**src/rtl/mem_dump_engine.sv**
```systemverilog
// Hex-dump engine: reads a memory region a row at a time into a local buffer and streams
// "\naddr: hhhhhhhh ...  ascii" lines over a valid/ready byte interface.
module mem_dump_engine #(
   parameter int unsigned ASZ = 17,
   parameter int unsigned ROW = 16,
   parameter int unsigned GRP = 4
) (
   input  logic           clk,
   input  logic           rst,
   input  logic           start,
   input  logic [ASZ-1:0] addr_i,
   input  logic [ASZ-1:0] len_i,
   output logic           busy,
   output logic           done,
   output logic [ASZ-1:0] mem_addr,
   output logic           mem_rd,
   input  logic [7:0]     mem_data,
   output logic [7:0]     tx_data,
   output logic           tx_valid,
   input  logic           tx_ready
);
   localparam int unsigned ADIG = (ASZ + 3) / 4;
   localparam int unsigned RW   = $clog2(ROW);
   localparam int unsigned DW   = $clog2(ADIG) + 1;

   typedef enum logic [3:0] {
      StIdle, StFill, StNl, StAdr, StCol, StGsp, StHxh, StHxl, StSp2, StAsc
   } state_e;

   state_e            state;
   logic [ASZ-1:0]    rowaddr;
   logic [ASZ:0]      rows_left;
   logic [RW:0]       fk;
   logic [RW-1:0]     k;
   logic [RW-1:0]     k_nxt;
   logic [DW-1:0]     dig;
   logic [DW-1:0]     nib_idx;
   logic              sp;
   logic [7:0]        row_buf [ROW];
   logic [ASZ-1:0]    base;
   logic [ASZ:0]      span;
   logic [4*ADIG-1:0] addr_pad;
   logic [3:0]        adr_nib;

   function automatic logic [7:0] hex_char(input logic [3:0] n);
      return (n < 4'd10) ? (8'h30 + {4'h0, n}) : (8'h57 + {4'h0, n});
   endfunction

   function automatic logic [7:0] asc_char(input logic [7:0] b);
      return (b < 8'h20 || b > 8'h7e) ? 8'h2e : b;
   endfunction

   // Span is one bit wider than an address so a full-memory length cannot overflow.
   always_comb begin
      base     = addr_i & ~ASZ'(ROW - 1);
      span     = (ASZ+1)'(len_i) + (ASZ+1)'(addr_i[RW-1:0]) + (ASZ+1)'(ROW - 1);
      k_nxt    = k + 1'b1;
      addr_pad = (4*ADIG)'(rowaddr);
      nib_idx  = (state == StNl) ? DW'(ADIG - 1) : dig - 1'b1;
      adr_nib  = addr_pad[{nib_idx, 2'b00} +: 4];
   end

   // Read data arrives one cycle after the strobe, so capture lags the FILL counter by one.
   always_ff @(posedge clk) begin
      if (state == StFill && fk != '0) row_buf[RW'(fk - 1'b1)] <= mem_data;
   end

   always_ff @(posedge clk or posedge rst) begin
      if (rst) begin
         state     <= StIdle;
         busy      <= 1'b0;
         done      <= 1'b0;
         mem_addr  <= '0;
         mem_rd    <= 1'b0;
         tx_data   <= '0;
         tx_valid  <= 1'b0;
         rowaddr   <= '0;
         rows_left <= '0;
         fk        <= '0;
         k         <= '0;
         dig       <= '0;
         sp        <= 1'b0;
      end else begin
         done <= 1'b0;
         case (state)
            StIdle: begin
               if (start) begin
                  if (len_i == '0) begin
                     done <= 1'b1;
                  end else begin
                     state     <= StFill;
                     busy      <= 1'b1;
                     rowaddr   <= base;
                     rows_left <= span >> RW;
                     mem_addr  <= base;
                     mem_rd    <= 1'b1;
                     fk        <= '0;
                  end
               end
            end
            StFill: begin
               fk     <= fk + 1'b1;
               mem_rd <= (fk < (RW+1)'(ROW - 1));
               if (mem_rd) mem_addr <= mem_addr + 1'b1;
               if (fk == (RW+1)'(ROW)) begin
                  state    <= StNl;
                  tx_valid <= 1'b1;
                  tx_data  <= 8'h0a;
               end
            end
            default: begin
               if (tx_ready) begin
                  case (state)
                     StNl: begin
                        state   <= StAdr;
                        dig     <= DW'(ADIG - 1);
                        tx_data <= hex_char(adr_nib);
                     end
                     StAdr: begin
                        if (dig == '0) begin
                           state   <= StCol;
                           tx_data <= 8'h3a;
                        end else begin
                           dig     <= dig - 1'b1;
                           tx_data <= hex_char(adr_nib);
                        end
                     end
                     StCol: begin
                        state   <= StGsp;
                        k       <= '0;
                        tx_data <= 8'h20;
                     end
                     StGsp: begin
                        state   <= StHxh;
                        tx_data <= hex_char(row_buf[k][7:4]);
                     end
                     StHxh: begin
                        state   <= StHxl;
                        tx_data <= hex_char(row_buf[k][3:0]);
                     end
                     StHxl: begin
                        if (k == RW'(ROW - 1)) begin
                           state   <= StSp2;
                           sp      <= 1'b0;
                           tx_data <= 8'h20;
                        end else begin
                           k <= k_nxt;
                           if ((k_nxt & RW'(GRP - 1)) == '0) begin
                              state   <= StGsp;
                              tx_data <= 8'h20;
                           end else begin
                              state   <= StHxh;
                              tx_data <= hex_char(row_buf[k_nxt][7:4]);
                           end
                        end
                     end
                     StSp2: begin
                        if (!sp) begin
                           sp <= 1'b1;
                        end else begin
                           state   <= StAsc;
                           k       <= '0;
                           tx_data <= asc_char(row_buf[0]);
                        end
                     end
                     StAsc: begin
                        if (k == RW'(ROW - 1)) begin
                           tx_valid  <= 1'b0;
                           rows_left <= rows_left - 1'b1;
                           if (rows_left == (ASZ+1)'(1)) begin
                              state <= StIdle;
                              busy  <= 1'b0;
                              done  <= 1'b1;
                           end else begin
                              state    <= StFill;
                              rowaddr  <= rowaddr + ASZ'(ROW);
                              mem_addr <= rowaddr + ASZ'(ROW);
                              mem_rd   <= 1'b1;
                              fk       <= '0;
                           end
                        end else begin
                           k       <= k_nxt;
                           tx_data <= asc_char(row_buf[k_nxt]);
                        end
                     end
                     default: ;
                  endcase
               end
            end
         endcase
      end
   end
endmodule

```
**config.mk**
```make
export PLATFORM = sky130hd
export DESIGN_NAME = mem_dump_engine
export DESIGN_NICKNAME = d
export VERILOG_FILES = /design/src/rtl/mem_dump_engine.sv
export SDC_FILE = /design/constraint.sdc
export NUM_CORES = 1
export LEC_CHECK = 0
export ABC_AREA = 1
export ABC_CLOCK_PERIOD_IN_PS = 2280
export CAP_MARGIN = 20
export CORE_MARGIN = 10
export CORE_UTILIZATION = 45
export DETAILED_ROUTE_END_ITERATION = 8
export MAX_ROUTING_LAYER = met4
export PLACE_DENSITY = 0.69
export SLEW_MARGIN = 40
export SYNTH_ARGS = -nofsm -noshare
export SYNTH_HDL_FRONTEND = slang
export SYNTH_SLANG_ARGS = --single-unit
```
**constraint.sdc**
```tcl
create_clock -name clk -period 2.28 [get_ports clk]
set_input_delay 0.456 -clock clk [delete_from_list [all_inputs] [get_ports clk]]
set_output_delay 0.456 -clock clk [all_outputs]
set_load 0.005 [all_outputs]
```
* After elaboration in Yosys (flattened, before gate mapping)
Memory sizes are Yosys's and may differ from the RTL's. Cells that the tools add are included.
Operators by class: $add $sub $neg 17, multipliers 0, divide/modulo/power cells 0, order comparisons 9, equal/unequal tests 27, shift operators 1, multiplexer cells 82, bitwise operators 3, reductions and logical operators 36
Operators by type and width (count):
- $mux 17 | 7
- $mux 8 | 13
- $mux 18 | 5
- $pmux 17 s2 | 2
- $pmux 8 s8 | 1
- $mux 4 | 12
- $pmux 18 s2 | 1
- $add 7x4->8 const A | 4
- $pmux 4 s8 | 1
- $mux 5 | 6
- $add 6x4->7 const A | 4
- $mux 1 | 23
- $reduce_and 7->1 | 3
- $shiftx 20x7->4 | 1
- $add 17x4->18 | 1
- $add 18x4->18 const B | 1
- $eq 18x1->1 const B | 1
- $reduce_and 6->1 | 3
- $reduce_bool 2->1 | 9
- $sub 18x1->18 const B | 1
- $add 17x1->17 const B | 1
- $add 17x5->17 const B | 1
- $logic_not 17->1 | 1
- $eq 4x3->1 const B | 4
- 35 further kinds | 69
Word-level totals: register bits 82, latch bits 0, RAM bits 128, ROM bits 0, bits of input ports 46, output and inout bits 29, memories 1
Memories:
- row_buf | words 16, bits a word 8, rd ports 3, clocked after memory_dff 0, wr ports 1, line 39 | logic [7:0] row_buf [ROW];

* Longest topological paths before layout
Gate-level depths: netlist of run 1.
depth after elaboration 9, depth in mapped cells 21, gate-level depth less buffers 18

* Worst setup path before layout of run 1
OpenSTA, ideal clock, no wires.
path kind register to register, start point register k[0], end point register tx_data[2], setup time 0.116 ns, arrival 2.204 ns, required time 2.164 ns, slack -0.040 ns, cell stages (with the launch flop) 18, path buffers 2, cells stage by stage dfrtp_1 > ha_1 > buf_2 > clkbuf_1 > o211ai_1 > nand3_1 > nand3_1 > nand2_2 > clkinv_1 > ha_1 > nand2_1 > nand2_1 > nand3_1 > nand2_1 > nor2_1 > nand3_1 > nand2_1 > nand2_1
Between the ends: longest elaborated chain between the ends 9, elaborated cells between the ends (all ways) 28, classes of those cells add/sub (7); order compare (5); eq/ne (2); mux (10); reduce/logical (3); memory (1)
RTL lines:
- start: declaration | line 34 | logic [RW-1:0] k;
- start signal: assignment | line 147 | k <= k_nxt;
- start signal: assignment | line 182 | k <= k_nxt;
- $add 4x1->4 | line 57 | k_nxt = k + 1'b1;
- $mem_v2 16x8
- $add 7x4->8, or another cell as far along | line 46 | return (n < 4'd10) ? (8'h30 + {4'h0, n}) : (8'h57 + {4'h0, n});
- $mux 8 or $logic_or 1x1->1 (tied branches) | line 46, 50
- $mux 8, on equally long branches | line 148, 50
- $mux 8, on equally long branches | line 142, 167
- $pmux 8 s8 | line 113 | case (state)
- $mux 8 | line 112 | if (tx_ready) begin
- $pmux 8 s2 | line 85 | case (state)
- end signal: assignment | line 117 | tx_data <= hex_char(adr_nib);
- end signal: assignment | line 139 | tx_data <= hex_char(row_buf[k][3:0]);
- end signal: assignment | line 153 | tx_data <= hex_char(row_buf[k_nxt][7:4]);
- end: declaration | line 18 | output logic [7:0] tx_data,
Parallel ways exist; a longest one is shown, timed or not. The select of a mux whose other input is x is not followed. A chain may end at the register's enable or synchronous reset.

* Worst setup path in the final report of run 1
start point register k[0], end point register tx_data[1]
Same word-level chain as after synthesis.

==> run summary, run 1 <==
- 0.379 — proportion of synthesized flip-flops having asynchronous set or reset
- 0.0280 mm^2 — Core Footprint
- 6 — count of TritonRoute iterations in the first routing pass
- nand2_1 — most frequent standard cell in the layout excluding fill and tap cells
- 128 — number of flops mapped to enable cells by yosys
- 0.197 — share of layout cells above drive strength 1
- 206 — Num Clock Sinks
- 1 — H-tree level count
- 1663 — post-synthesis cell count
- 17.0 um — routed length per instance
- 3 — Max Root-Sink Buffers
- 7.74 um^2 — average footprint of a synthesized cell
- 62000 um — first-pass GRT wire length
- 189 um — chip height
- 1460 mW/mm^2 — power per standard cell area
- 0.925 — Final GP Congestion
- 12100 — number of global-route vias before repair
- 41 — maximum number of pins on one net before global-route repair
- 189 um — Die Wd
- complete, but fails checks — result of the run
- 12500 — number of vias in the routed layout
- 15.9 ps — clock skew after layout
- 0.0168 mm^2 — cell area after layout
- 0.0152 mm^2 — Cell Area, Placed
- 7 — count of final setup violators
- 1970 — Post-layout nets
- 0 — post-detailed-route DRC marker count
- 0.215 — total global routing track utilization
- true — RSZ-0062 raised after global routing
- 0.450 — fraction of the yosys area taken by sequential cells
- 0 — Yosys warnings
- -537 ps — minimum setup slack after placement
- primary input to asynchronous set/reset pin — Worst Hold Class
- 1732 — nets in the synthesized netlist
- 0.580 — remaining max-slew budget at the tightest pin
- clkbuf_16 — buffer cell driving the clock tree root
- 2227 — cell count after placement
- 74 — Port-buffer cells
- 0.0129 mm^2 — post-synthesis cell area
- 2690 ps — worst endpoint required time
- 1136 — Iter 0 DRT Violations
- 0.00739 uW — total leakage power
- 0 — total grt overflow
- 60 ps — clock transition at the registers of the reported paths
- edfxtp_1 — dominant synthesized flop cell
- 0 — maxcap violations
- 872 uV — Max IR drop VDD
- 2900 ps — worst path arrival time
- 0.0358 mm^2 — Die Area
- 24 — number of CTS-inserted buffers
- 9 — highest fanout seen on the critical path
- 0 — Routed Antenna Nets
- 75 — number of ports placed on the die boundary
- 0 — final hold violations
- flip-flop — endpoint type of the worst setup path
- flip-flop — Worst Setup Start Kind
- 28100 um — HPWL reported at the end of detailed placement
- 2490 ps — min cycle time layout
- 0.402 GHz — Highest Clock Rate
- 55 — count of cell types in the netlist
- 530 ps — latest clock arrival within the worst-skew pair
- 39000 um — sum of routed wire length over all layers
- 0.460 — initial cell density of the core
- 1.09 — final worst path period share
- negative setup slack — violated checks
- 0 — number of pins exceeding their max-slew limit in the final report
- 206 — flop and latch count out of synthesis
- 0.600 — post-layout util
- 628 ps — slew at the pin closest to its max-slew limit
- 2296 — count of placed standard cells in the final layout, fillers left out
- flip-flop to flip-flop — category of the critical setup timing path
- 0 — antenna violations before repair
- 0 — number of diodes added for antenna fixing
- 61 — num rows
- 5.45 — Via density
- 30.6% — area growth from synthesis to final layout
- done — clock tree from TritonCTS
- -209 ps — slack of the critical path
- nand2_1 (432), inv_1 (199), nand3_1 (166), buf_4 (165), edfxtp_1 (128) — leading cell types in the layout, fill and taps excluded
-- timing repair --
action / CTS / global route
gates cloned: 4 / 2
buffers inserted: 14 / 6
hold buffers: 0 / 0
setup endpoints to repair: 21 / 53
pin swaps: 26 / 22
gates resized for setup: 84 / 71
-- synthesized netlist by cell type, types with 3 or more instances --
cell / number / share of area
nor4_1: 10 / 0.0049
nor3_2: 3 / 0.0023
xor2_1: 22 / 0.015
nand2_1: 456 / 0.13
o211ai_1: 46 / 0.027
nand3_1: 187 / 0.073
a22oi_1: 3 / 0.0017
o21ai_0: 98 / 0.038
nand2_2: 9 / 0.0044
xnor2_1: 9 / 0.0061
inv_1: 206 / 0.060
buf_4: 6 / 0.0035
a31oi_1: 11 / 0.0053
or2_2: 5 / 0.0024
clkbuf_1: 14 / 0.0041
ha_1: 23 / 0.022
a21oi_1: 59 / 0.023
o21ai_1: 18 / 0.0070
inv_2: 16 / 0.0047
nor3_1: 28 / 0.011
buf_2: 34 / 0.013
nor2_4: 3 / 0.0026
nor2_1: 107 / 0.031
nand4_1: 21 / 0.010
dfrtp_1: 78 / 0.15
o22ai_1: 10 / 0.0049
buf_6: 8 / 0.0070
nor2_2: 4 / 0.0019
nand3_2: 3 / 0.0023
nand3b_1: 4 / 0.0023
edfxtp_1: 128 / 0.30
-- cells by family after synthesis --
| logic type | count (synthesis) | synth area share |
|---|---|---|
| flops | 206 | 0.450 |
| fa+ha+maj | 23 | 0.0223 |
| compound gates | 268 | 0.124 |
| simple gates | 846 | 0.288 |
| buf+inv | 288 | 0.0937 |
| xor+xnor | 32 | 0.0223 |
-- path summary, 6_finish.rpt --
path                                  from      endpoint  slack (ps)  cells past startpoint
max in group asynchronous              rst          k[0]        1520                      3
worst max register to register        k[0]    tx_data[1]        -210                     16
worst min register to register  tx_data[0]    tx_data[0]         480                      2
min in group clk                tx_data[0]    tx_data[0]         480                      2
worst max-delay path                  k[0]    tx_data[1]        -210                     16
worst min-delay path                   rst  mem_addr[13]         240                      2
-- critical path, stage by stage (launching register included) --
cell and delay (ps):
dfrtp_4 520, ha_4 300, buf_12 160, a21oi_2 100, o21ai_1 80, nand3_1 80, nand3_2 120, nand2_4 130
clkinv_4 70, ha_4 260, nand2_2 50, nand3_2 60, nand2_1 50, nor2_1 110, nand3_1 130, nand2_1 100
inv_1 40
-- metrics by stage --
stage / hold WS (ps) / TNS, ps / total power, uW
CTS: 236 / -685 / 23600
detailed placement: 467 / -12130 / 18200
global route: 262 / -2250 / 26200
floorplan: 465 / 0 / 13300
global placement: 467 / -10160 / 18000
finish: 238 / -1040 / 24500
-- area by class of cell --
cell class / instances / area, um^2
Sequential cell: 206 / 5800
Clock inverter: 10 / 91.3
Fill cell: 2412 / 11200
Clock buffer: 33 / 686
Timing Repair Buffer: 275 / 2620
Tap cell: 378 / 473
Inverter: 224 / 865
Multi-Input combinational cell: 1170 / 6270
-- where the power goes --
part	internal, uW	switching, uW
Clock	2220	1560
Combinational	6640	8670
Sequential	4650	727
Total	13500	11000
-- registers in the layout, indices dropped and copies added (netlist names) --
name       flops
fk             5
rows_left     18
k              4
state          4
busy           1
mem_rd         1
sp             1
rowaddr       13
done           1
tx_data        8
tx_valid       1
mem_addr      17
row_buf      128
dig            4
-- routing by layer --
layer | vias up | routed length [um] | global-route usage
met1 | 5880 | 17000 | 0.283
li1 | 6049 | - | -
met5 | - | 0 | -
met4 | 0 | 872 | 0.0656
met2 | 501 | 18500 | 0.341
met3 | 77 | 2660 | 0.0265
No activity file was read; power rests on OpenSTA's default activity.
==> inputs of run 2 (changes only) <==
- SETUP_SLACK_MARGIN: default -> 0.2
==> run summary, run 2 (synthesis results as in run 1) <==
- 12200 — number of global-route vias before repair, +1.3%
- 0.225 — total global routing track utilization, +0.0105
- complete, but fails checks — result of the run
- -507 ps — minimum setup slack after placement, +29.9 ps
- 752 ps — slew at the pin closest to its max-slew limit, +125 ps
- 7 — count of final setup violators, unchanged
- 64400 um — first-pass GRT wire length, +3.8%
- 19.5 ps — clock skew after layout, +3.58 ps
- 0 — total grt overflow, unchanged
- row_buf: 128 flops, rows_left: 18 flops, mem_addr: 17 flops — largest registers ranked by flip-flop count
- nand2_1 (398), inv_1 (187), nand3_1 (155), buf_4 (153), edfxtp_1 (128) — leading cell types in the layout, fill and taps excluded
- 0.166 — clock share of power, +0.012
- 3 — Max Root-Sink Buffers, unchanged
- 0 — number of pins exceeding their max-slew limit in the final report, unchanged
- -170 ps — Reg2Reg Setup Slack, +40 ps
- 0.408 GHz — Highest Clock Rate, +1.7%
- 8 — highest fanout seen on the critical path, -1
- 15 — R2R depth, -1
- 128 — number of flip-flops under the largest register name, unchanged
- 550 ps — latest clock arrival within the worst-skew pair, +20 ps
- 189 um — Die Wd, unchanged
- 60 ps — clock transition at the registers of the reported paths, about the same
- 5.53 — Via density, +1.4%
- flip-flop to flip-flop — category of the critical setup timing path
- 0.203 — power share of the sequential group, -0.017
- 41.4% — area growth from synthesis to final layout
- 0.00792 uW — total leakage power, +7.2%
- 1 — H-tree level count, unchanged
- 61 — num rows, unchanged
- 0.460 — initial cell density of the core, unchanged
- tx_data[1] — R2R Path End
- negative setup slack — violated checks
- 0 — maxcap violations, unchanged
- 18.2 um — routed length per instance, +7.2%
- 2710 ps — worst endpoint required time, +20 ps
- 0.908 — Final GP Congestion, -1.9%
- 57 — maximum number of pins on one net before global-route repair, +39%
- nand2_1 — most frequent standard cell in the layout excluding fill and tap cells
- 25 — number of CTS-inserted buffers, +4.2%
- primary input to asynchronous set/reset pin — Worst Hold Class
- row_buf — top register by number of flip-flops
- 0.0280 mm^2 — Core Footprint, unchanged
- 0.0358 mm^2 — Die Area, unchanged
- 42400 um — sum of routed wire length over all layers, +8.7%
- 0.631 — logic gate share of total power, +0.005
- 0.285 — share of layout cells above drive strength 1, +0.0880
- done — clock tree from TritonCTS
- 0 — number of diodes added for antenna fixing, unchanged
- 14900 uW — Pint, +11%
- 75 — number of ports placed on the die boundary, unchanged
- -168 ps — slack of the critical path, +41.1 ps
- 827 uV — Max IR drop VDD, -5.2%
- 28000 um — HPWL reported at the end of detailed placement, -0.40%
- 0 — Routed Antenna Nets, unchanged
- 206 — Num Clock Sinks, unchanged
- 74 — Port-buffer cells, unchanged
- flip-flop — endpoint type of the worst setup path
- 27100 uW — power after layout, +11%
- 12200 uW — net switching power figure, +11%
- 1358 — Iter 0 DRT Violations, +20%
- 2000 — Post-layout nets, +1.5%
- 0 — final hold violations, unchanged
- 0.449 — proportion of total power due to net switching, +0.00117
- 1.07 — final worst path period share, -0.0180
- 2450 ps — min cycle time layout, -41.1 ps
- 1490 mW/mm^2 — power per standard cell area, +2.3%
- 189 um — chip height, unchanged
- flip-flop — Worst Setup Start Kind
- 6 — count of TritonRoute iterations in the first routing pass, unchanged
- clkbuf_16 — buffer cell driving the clock tree root
- 0 — post-detailed-route DRC marker count, unchanged
- 0 — antenna violations before repair, unchanged
- 0.497 — remaining max-slew budget at the tightest pin, -0.0833
- k[0] — worst flop-to-flop path startpoint
- 12900 — number of vias in the routed layout, +2.9%
- 2880 ps — worst path arrival time, -20 ps
- true — RSZ-0062 raised after global routing
-- run 2: changes by cell type in the layout (fill, tap and decap cells not counted), sizes merged --
cell / delta
buf: +25
bufinv: +5
clkdlybuf4s50: -3
dlygate4sd2: +2
inv: +2
bufbuf: -1
clkbuf: +1
clkinv: +1
clkinvlp: -1
dlymetal6s2s: +1
-- run 2: how the worst max path moves through the flow --
stage,cells after the start,slack (ps),end,startpoint
after detailed placement,17,-510,rows_left[5],len_i[2]
after CTS,16,-140,tx_data[1],k[0]
after global placement,17,-430,rows_left[6],len_i[2]
after global routing,16,-280,tx_data[2],k[0]
final,15,-170,tx_data[1],k[0]
after floorplan,18,160,tx_data[1],k[0]
-- run 2: per-stage QoR --
step / utilization / hold WS, ps / cells / area (um^2) / setup TNS [ps]
floorplan: - / 465 / 1663 / 13000 / 0
global placement: 0.543 / 468 / 2215 / 15200 / -8220
detailed placement: 0.543 / 469 / 2215 / 15200 / -10460
CTS: 0.604 / 221 / 2290 / 16900 / -558
global route: 0.650 / 255 / 2328 / 18200 / -1770
finish: 0.650 / 217 / 2328 / 18200 / -847
-- run 2: cell type report --
| class | count | area [um^2] |
|---|---|---|
| Clock buffer | 30 | 674 |
| Clock inverter | 16 | 259 |
| Fill cell | 2184 | 9800 |
| Inverter | 224 | 911 |
| Multi-Input combinational cell | 1170 | 6930 |
| Sequential cell | 206 | 5810 |
| Tap cell | 378 | 473 |
| Timing Repair Buffer | 303 | 3140 |
| Timing Repair inverter | 1 | 11.3 |
-- run 2: power by group through the flow --
stage / Sequential, uW / Combinational, uW / Clock [uW]
finish: 5510 / 17100 / 4500
global route: 5580 / 18500 / 4710
CTS: 5380 / 15100 / 4530
detailed placement: 5420 / 13000 / 0
global placement: 5420 / 12800 / 0
floorplan: 5230 / 8400 / 0
-- run 2: timing repair --
action	CTS	global route
gates resized for setup	110	275
setup buffers	20	33
endpoints found under the hold margin	0	0
pin swaps	29	69
setup endpoints to repair	74	127
hold buffers	0	0
cloned	9	5
-- run 2: critical path: stages (launching register included) --
cell	delay [ps]
dfrtp_4	520
ha_4	390
buf_12	180
o211ai_1	90
nand3_1	110
nand3_2	110
nand2_4	130
clkinv_4	70
ha_4	260
nand2_2	50
nand3_2	60
nand2_1	70
nor2_2	100
nand3_2	100
nand2_1	70
inv_1	40
-- run 2: per-layer routing --
layer	vias up	GRT usage	share of wire
li1	6121	-	-
met1	6103	0.298	0.42
met2	552	0.355	0.47
met3	89	0.0296	0.079
met4	0	0.0650	0.023
met5	-	-	0
